File: src/rtl/turn_signal_seq.sv
// Sequential tail-light controller: running-fill turn pattern, hazard flash and brake overlay.
// Lamps are decoded from registered state only; one pattern step every STEP_CYCLES clocks.
module turn_signal_seq #(
   parameter int LAMPS       = 3,
   parameter int STEP_CYCLES = 4,
   parameter int CNT_W       = $clog2(STEP_CYCLES)
) (
   input  logic             clk,
   input  logic             rst,
   input  logic             turn_left,
   input  logic             turn_right,
   input  logic             hazard,
   input  logic             brake,
   output logic [LAMPS-1:0] left_lamp,
   output logic [LAMPS-1:0] right_lamp,
   output logic             step_tick
);

   localparam int PH_W = $clog2(LAMPS + 1);
   localparam logic [CNT_W-1:0] CNT_LAST = CNT_W'(STEP_CYCLES - 1);
   localparam logic [PH_W-1:0]  PH_LAST  = PH_W'(LAMPS);
   localparam logic [PH_W-1:0]  PH_ONE   = PH_W'(1);

   typedef enum logic [1:0] {IDLE, LEFT, RIGHT, HAZARD} mode_t;

   mode_t            mode, mode_nxt, req_mode;
   logic [PH_W-1:0]  phase, phase_nxt;
   logic [CNT_W-1:0] cnt, cnt_nxt;
   logic             tick_nxt;
   logic             brake_q;

   // Running fill: the lowest `ph` lamps are lit.
   function automatic logic [LAMPS-1:0] fill(input logic [PH_W-1:0] ph);
      logic [LAMPS-1:0] f;
      f = '0;
      for (int i = 0; i < LAMPS; i++) f[i] = (i < int'(ph));
      return f;
   endfunction

   always_comb begin
      req_mode = IDLE;
      if (hazard || (turn_left && turn_right)) req_mode = HAZARD;
      else if (turn_left)                      req_mode = LEFT;
      else if (turn_right)                     req_mode = RIGHT;
   end

   always_comb begin
      mode_nxt  = mode;
      phase_nxt = phase;
      cnt_nxt   = cnt + 1'b1;
      tick_nxt  = 1'b0;
      if (req_mode != mode) begin
         mode_nxt  = req_mode;
         phase_nxt = '0;
         cnt_nxt   = '0;
      end else if (cnt == CNT_LAST) begin
         cnt_nxt = '0;
         case (mode)
            LEFT, RIGHT: begin
               phase_nxt = (phase == PH_LAST) ? '0 : phase + 1'b1;
               tick_nxt  = 1'b1;
            end
            HAZARD: begin
               phase_nxt = (phase == '0) ? PH_ONE : '0;
               tick_nxt  = 1'b1;
            end
            default: phase_nxt = '0;
         endcase
      end
   end

   always_ff @(posedge clk) begin
      if (rst) begin
         mode      <= IDLE;
         phase     <= '0;
         cnt       <= '0;
         step_tick <= 1'b0;
         brake_q   <= 1'b0;
      end else begin
         mode      <= mode_nxt;
         phase     <= phase_nxt;
         cnt       <= cnt_nxt;
         step_tick <= tick_nxt;
         brake_q   <= brake;
      end
   end

   // Output decode: brake overlay lights the non-turning side; hazard overrides brake.
   always_comb begin
      left_lamp  = {LAMPS{brake_q}};
      right_lamp = {LAMPS{brake_q}};
      case (mode)
         LEFT:    left_lamp  = fill(phase);
         RIGHT:   right_lamp = fill(phase);
         HAZARD: begin
            left_lamp  = {LAMPS{phase == PH_ONE}};
            right_lamp = {LAMPS{phase == PH_ONE}};
         end
         default: ;
      endcase
   end

endmodule

File: config.mk
export PLATFORM = sky130hd
export DESIGN_NAME = turn_signal_seq
export DESIGN_NICKNAME = d
export VERILOG_FILES = /design/src/rtl/turn_signal_seq.sv
export SDC_FILE = /design/constraint.sdc
export NUM_CORES = 1
export LEC_CHECK = 0
export ABC_AREA = 0
export CAP_MARGIN = 40
export CORE_AREA = 8 8 45 47
export CTS_BUF_LIST = sky130_fd_sc_hd__clkbuf_8 sky130_fd_sc_hd__clkbuf_16
export DETAILED_ROUTE_END_ITERATION = 12
export DIE_AREA = 0 0 53 55
export HOLD_SLACK_MARGIN = 0.02
export PLACE_DENSITY = 0.65
export SYNTH_ARGS = -nofsm -noshare
export SYNTH_HDL_FRONTEND = slang
export SYNTH_SLANG_ARGS = --single-unit
export TNS_END_PERCENT = 5
File: constraint.sdc
create_clock -name clk -period 1.4 [get_ports clk]
set_input_delay 0.14 -clock clk [delete_from_list [all_inputs] [get_ports clk]]
set_output_delay 0.14 -clock clk [all_outputs]
set_load 0.01 [all_outputs]
==> results.cfg <==
[routing]
drt-wirelength-per-cell_um = 12.4
wl_um = 1220
drt-vias-per-instance = 4.92
final_antenna_net_count = 0
dr.pass1.iters = 4
vias = 482
drc = 0
drtIter0Drc = 9

[logic_synthesis]
avgSynthCellArea_um2 = 8.74
synth.yosys.warnings = 0
postSynthCellCount = 59
synth_cell_types = 19
syn_area_um2 = 515
syn-num-nets = 74
seq_area_frac_synth = 0.311
synth_seq_cells = 8

[floorplanning]
pin_count = 13
die_area_um2 = 2920
die-width_um = 53
core_um2 = 1380
floorplan.initialDensity = 0.373
fp.dieH_um = 55
rows = 14

[status]
status = complete, but fails checks
violations = setup timing

[worst_hold_path]
hp-class = flip-flop to flip-flop

[sta]
worst_slack_ns = -0.0109
tns_ns = -0.0256
finalHoldViolCount = 0
setup_viol = 3
fin_crit_sh = 1.01
grt_setup_unrepaired = yes
slew_viol_final = 0
period_needed_ns = 1.41
timing.fmax_mhz = 709
slew_headroom = 0.770
worst_slew_pin_slew_ns = 0.343
skew_ns = 0.000245

[layout]
utilization = 0.586
num_antenna_cells = 0
mostFrequentLayoutCell = buf_4
final_cell_area_um2 = 811
drive_gt1_frac = 0.451
mostFrequentLayoutCells = buf_4, clkdlybuf4s50_1, buf_2
syn_to_final_growth_pct = 57.3
layout.nets = 99

[cts]
clk_pin_slew_worst_paths_ns = 0.04
cts_buffers = 3
cts-root-buf = clkbuf_8
clockBufferDepth = 2
clk_latency_ns = 0.22
clock-sinks = 8
ctsHtreeMaxLevel = 1
cts_tree = done

[worst_setup_path]
worstPathRequired_ns = 1.26
path_max_fanout = 4
end_kind = output pin
crit_type = flip-flop to output pin
startpoint_type = flip-flop
r2r_setup_slack_ns = 0.05
crit_arrival_ns = 1.27

[grt]
grt_pass1_vias = 489
grt_pass1_wl_um = 2170
grt_usage = 0.102
antenna_found_initial = 0
grt-ovfl-total = 0
grt_max_degree = 9

[placed_design]
gp_congestion = 0.805
placed_area_um2 = 712
placement.io_buffers = 12
place_hpwl_um = 880

[flow_run]
maxCapViolCount = 0

[pwr]
p_total_mw = 0.644
p_leak_nw = 0.338
irDropWorstVdd_mv = 0.834
p_per_area_nw_per_um2 = 794
cells in the mapped netlist (all sizes together):
cell type | instances | share of area
dfxtp | 8 | 0.31
o21ai | 6 | 0.058
clkbuf | 1 | 0.0073
nand4b | 2 | 0.034
nand2b | 1 | 0.012
nor4 | 1 | 0.012
nor2 | 7 | 0.051
inv | 6 | 0.044
nor3b | 1 | 0.015
xnor2 | 1 | 0.017
nand2 | 4 | 0.029
ha | 9 | 0.22
and4bb | 1 | 0.024
nor3 | 1 | 0.0097
nor4b | 3 | 0.075
o32a | 1 | 0.022
nor2b | 1 | 0.012
a21oi | 5 | 0.049
per-layer routing:
metal	routed length [µm]	vias to the layer above	track usage	part of all wire
met5	0	-	0	0
met4	25	0	0.0647	0.021
met3	89	2	0.0455	0.073
met2	589	12	0.180	0.48
met1	514	212	0.0960	0.42
li1	-	256	-	-
cell type report:
| cell class | instances | area [µm²] |
|---|---|---|
| fill | 138 | 573 |
| tap | 16 | 20.0 |
| sequential | 8 | 169 |
| clock buffer | 3 | 41.3 |
| inverter | 6 | 22.5 |
| multi-input combinational | 44 | 400 |
| timing repair buffer | 21 | 158 |
what timing repair did:
item | in CTS | in global routing
resized for setup | 41 | 9
pin swaps | 4 | 4
setup buffers | 0 | 1
endpoints found under the setup margin | 7 | 9
hold buffers | 0 | 0
cell families after synthesis:
| group | count (synthesis) | synth area share |
|---|---|---|
| compound gates | 12 | 0.129 |
| xor+xnor | 1 | 0.0170 |
| fa+ha+maj | 9 | 0.218 |
| buf+inv | 7 | 0.0510 |
| flops | 8 | 0.311 |
| simple gates | 22 | 0.274 |
worst paths after layout:
check                                           from                    end  cells past startpoint
worst max-delay path            mode[0]$_SDFFE_PP0P_          right_lamp[1]                      6
worst min-delay path               cnt[0]$_SDFF_PP0_      cnt[0]$_SDFF_PP0_                      1
worst max register to register  mode[1]$_SDFFE_PP0P_  phase[0]$_SDFFE_PP0N_                      6
worst min register to register     cnt[0]$_SDFF_PP0_      cnt[0]$_SDFF_PP0_                      1
state kept, by name (all words and copies together) (netlist names):
register	count
brake_q	1
cnt	2
mode	2
phase	2
step_tick	1
per-stage QoR:
step / cells / worst slack, ns / hold slack (ns)
after global routing: 98 / -0.0769 / 0.431
final: 98 / -0.0109 / 0.420
after detailed placement: 94 / -0.222 / 0.418
after global placement: 94 / -0.193 / 0.420
after CTS: 97 / -0.0159 / 0.423
after floorplan: 59 / 0.163 / 0.256
power by group:
group	switching, mW	total (mW)	internal [mW]
clock network	0.0816	0.267	0.185
logic	0.0627	0.132	0.0698
registers	0.00855	0.244	0.236
total	0.153	0.644	0.491
critical path, cell delays in order, from the launching register on:
cell and delay, ns:
dfxtp_4 0.36, ha_4 0.13, nand2b_4 0.14, nor2_4 0.05, a21oi_2 0.14, o21ai_1 0.08
buf_2 0.14
Power figures use the tool's default switching activity.
==> RTL change (config.mk and constraints unchanged) <==
Remove the register `step_tick`: a continuous assignment takes its place, so the output `step_tick` follows one clock earlier.
--- a/src/rtl/turn_signal_seq.sv
+++ b/src/rtl/turn_signal_seq.sv
@@ -75,5 +75,4 @@
          phase     <= '0;
          cnt       <= '0;
-         step_tick <= 1'b0;
          brake_q   <= 1'b0;
       end else begin
@@ -81,8 +80,9 @@
          phase     <= phase_nxt;
          cnt       <= cnt_nxt;
-         step_tick <= tick_nxt;
          brake_q   <= brake;
       end
    end
+
+   assign step_tick = tick_nxt;
 
    // Output decode: brake overlay lights the non-turning side; hazard overrides brake.
Check against the original RTL: not equivalent (Yosys sat finds a counterexample within 10 cycles, from zero or initial values and one cycle with rst high).
==> RTL change against the unedited design <==
- the run still ends with negative setup slack left
- first-iteration DRC count fell by 33%
- clock skew barely moved
- final area rose by 4.5%
- routed wire length rose by 6.8%
- non-clock buffer count rose by 8
- power fell by 2.5%
- sequential power fell by 12%
- critical path type unchanged
- clock power rose by 3%
- via count rose by 14%
- largest cell class unchanged
- area after synthesis rose by 0.97%
- setup slack got worse by 0.15 ns
- sequential cell count fell by 1
- register-to-register slack improved by 0.02 ns
- highest routed layer unchanged
- largest power group unchanged
- cell count rose by 11%
==> RTL change: results (changes against the unedited design) <==
metric,value,unit,change
min_to,mode[1],,
use_met1,9.73,%,+0.12 points
synth.top_cells.by_count,"ha_1 (8), dfxtp_1 (7), inv_1 (7), nor2_1 (7), nand2_1 (5)",,
grt_max_degree,5,,-4
wl_met3,80,microns,-10%
powerClk,0.275,mW,+3%
worstMarginPinSlew,0.254,ns,-0.0896 ns
grt_util_met2,17.2,%,-0.78 points
min-delay-start,turn_right,,
failed_checks,negative setup slack,,
grt_pass1_vias,522,,+6.7%
met3_usage,2.67,%,-1.9 points
m1WireLength,555,microns,+8.0%
timing.hold.ws,0.252,ns,-0.167 ns
dr_wl_met2,629,microns,+6.8%
placed_cell_area,788,sq um,+11%
finalWorstSetupSlack,-0.159,ns,-0.148 ns
ys_types,23,,+4
setup_violations,5,,+2
max_stage_delay,0.33,ns,-0.03 ns
holdPathStages,3,,+2
hpwl,1020,microns,+15%
dp_slack,-0.525,ns,-0.303 ns
drive_gt1_share,40.9,%,-4.3 points
reg2reg_slack,0.07,ns,+0.02 ns
setup_tns,-0.358,ns,-0.332 ns
n_fill_cell,132,,-4.3%
timing.rr.start,mode[0],,
ir_drop,0.573,mV,-31%
cts_resized,33,,-20%
routed_wl,1300,microns,+6.8%
pwr-share-comb,22.0,%,+1.4 points
yosysSeqAreaShare,26.9,%,-4.1 points
finClkSkew,0.000363,ns,+0.000119 ns
switching_share,24.5,%,+0.80 points
cp.arrival,1.42,ns,+0.15 ns
vias,548,,+14%
wl_per_cell,11.9,microns,-4.0%
yosys-top-cells-area,"dfxtp_1 (27%), ha_1 (19%), inv_1 (5.0%)",,
status,"complete, but fails checks",,
reg2reg_to,cnt[0],,
cpMaxStageDelayCell,dfxtp_2,,
grt_pass1_wl,2130,microns,-1.6%
rr_worst_depth,5,,-1
place.gp.congestion,0.744,,-7.6%
dr.first_iter.drc_count,6,,-3
p_per_area,741,nW/um^2,-6.7%
postSynthCellCount,60,,+1.7%
power_leakage,0.413,nW,+22%
min_path_type,input pin to register,,
RTL change: final cells by class:
cell class / instances / area [sq um] / share of cell area, %
clock inverter: 1 / 3.75 / 0.443
multi-input combinational: 46 / 392 / 46.2
sequential: 7 / 143 / 16.8
inverter: 7 / 26.3 / 3.10
tap: 16 / 20.0 / 2.36
clock buffer: 3 / 41.3 / 4.87
timing repair buffer: 29 / 221 / 26.1
RTL change: cell families (layout without fill, tap and decap cells):
family	Yosys count	after routing	share of synthesized area, %
xor+xnor	1	1	1.68
fa+ha+maj	8	8	19.2
simple gates	21	21	23.6
flops	7	7	26.9
compound gates	16	16	23.6
buf+inv	7	40	5.05
RTL change: how the worst max path moves through the flow:
stage | from | to | slack (ns) | depth (start not counted)
floorplan | mode[0] | phase[0] | 0.05 | 5
global placement | turn_right | step_tick | -0.48 | 5
detailed placement | turn_right | step_tick | -0.53 | 5
CTS | mode[1] | step_tick | -0.17 | 5
global route | mode[1] | step_tick | -0.23 | 5
finish | mode[1] | step_tick | -0.16 | 5
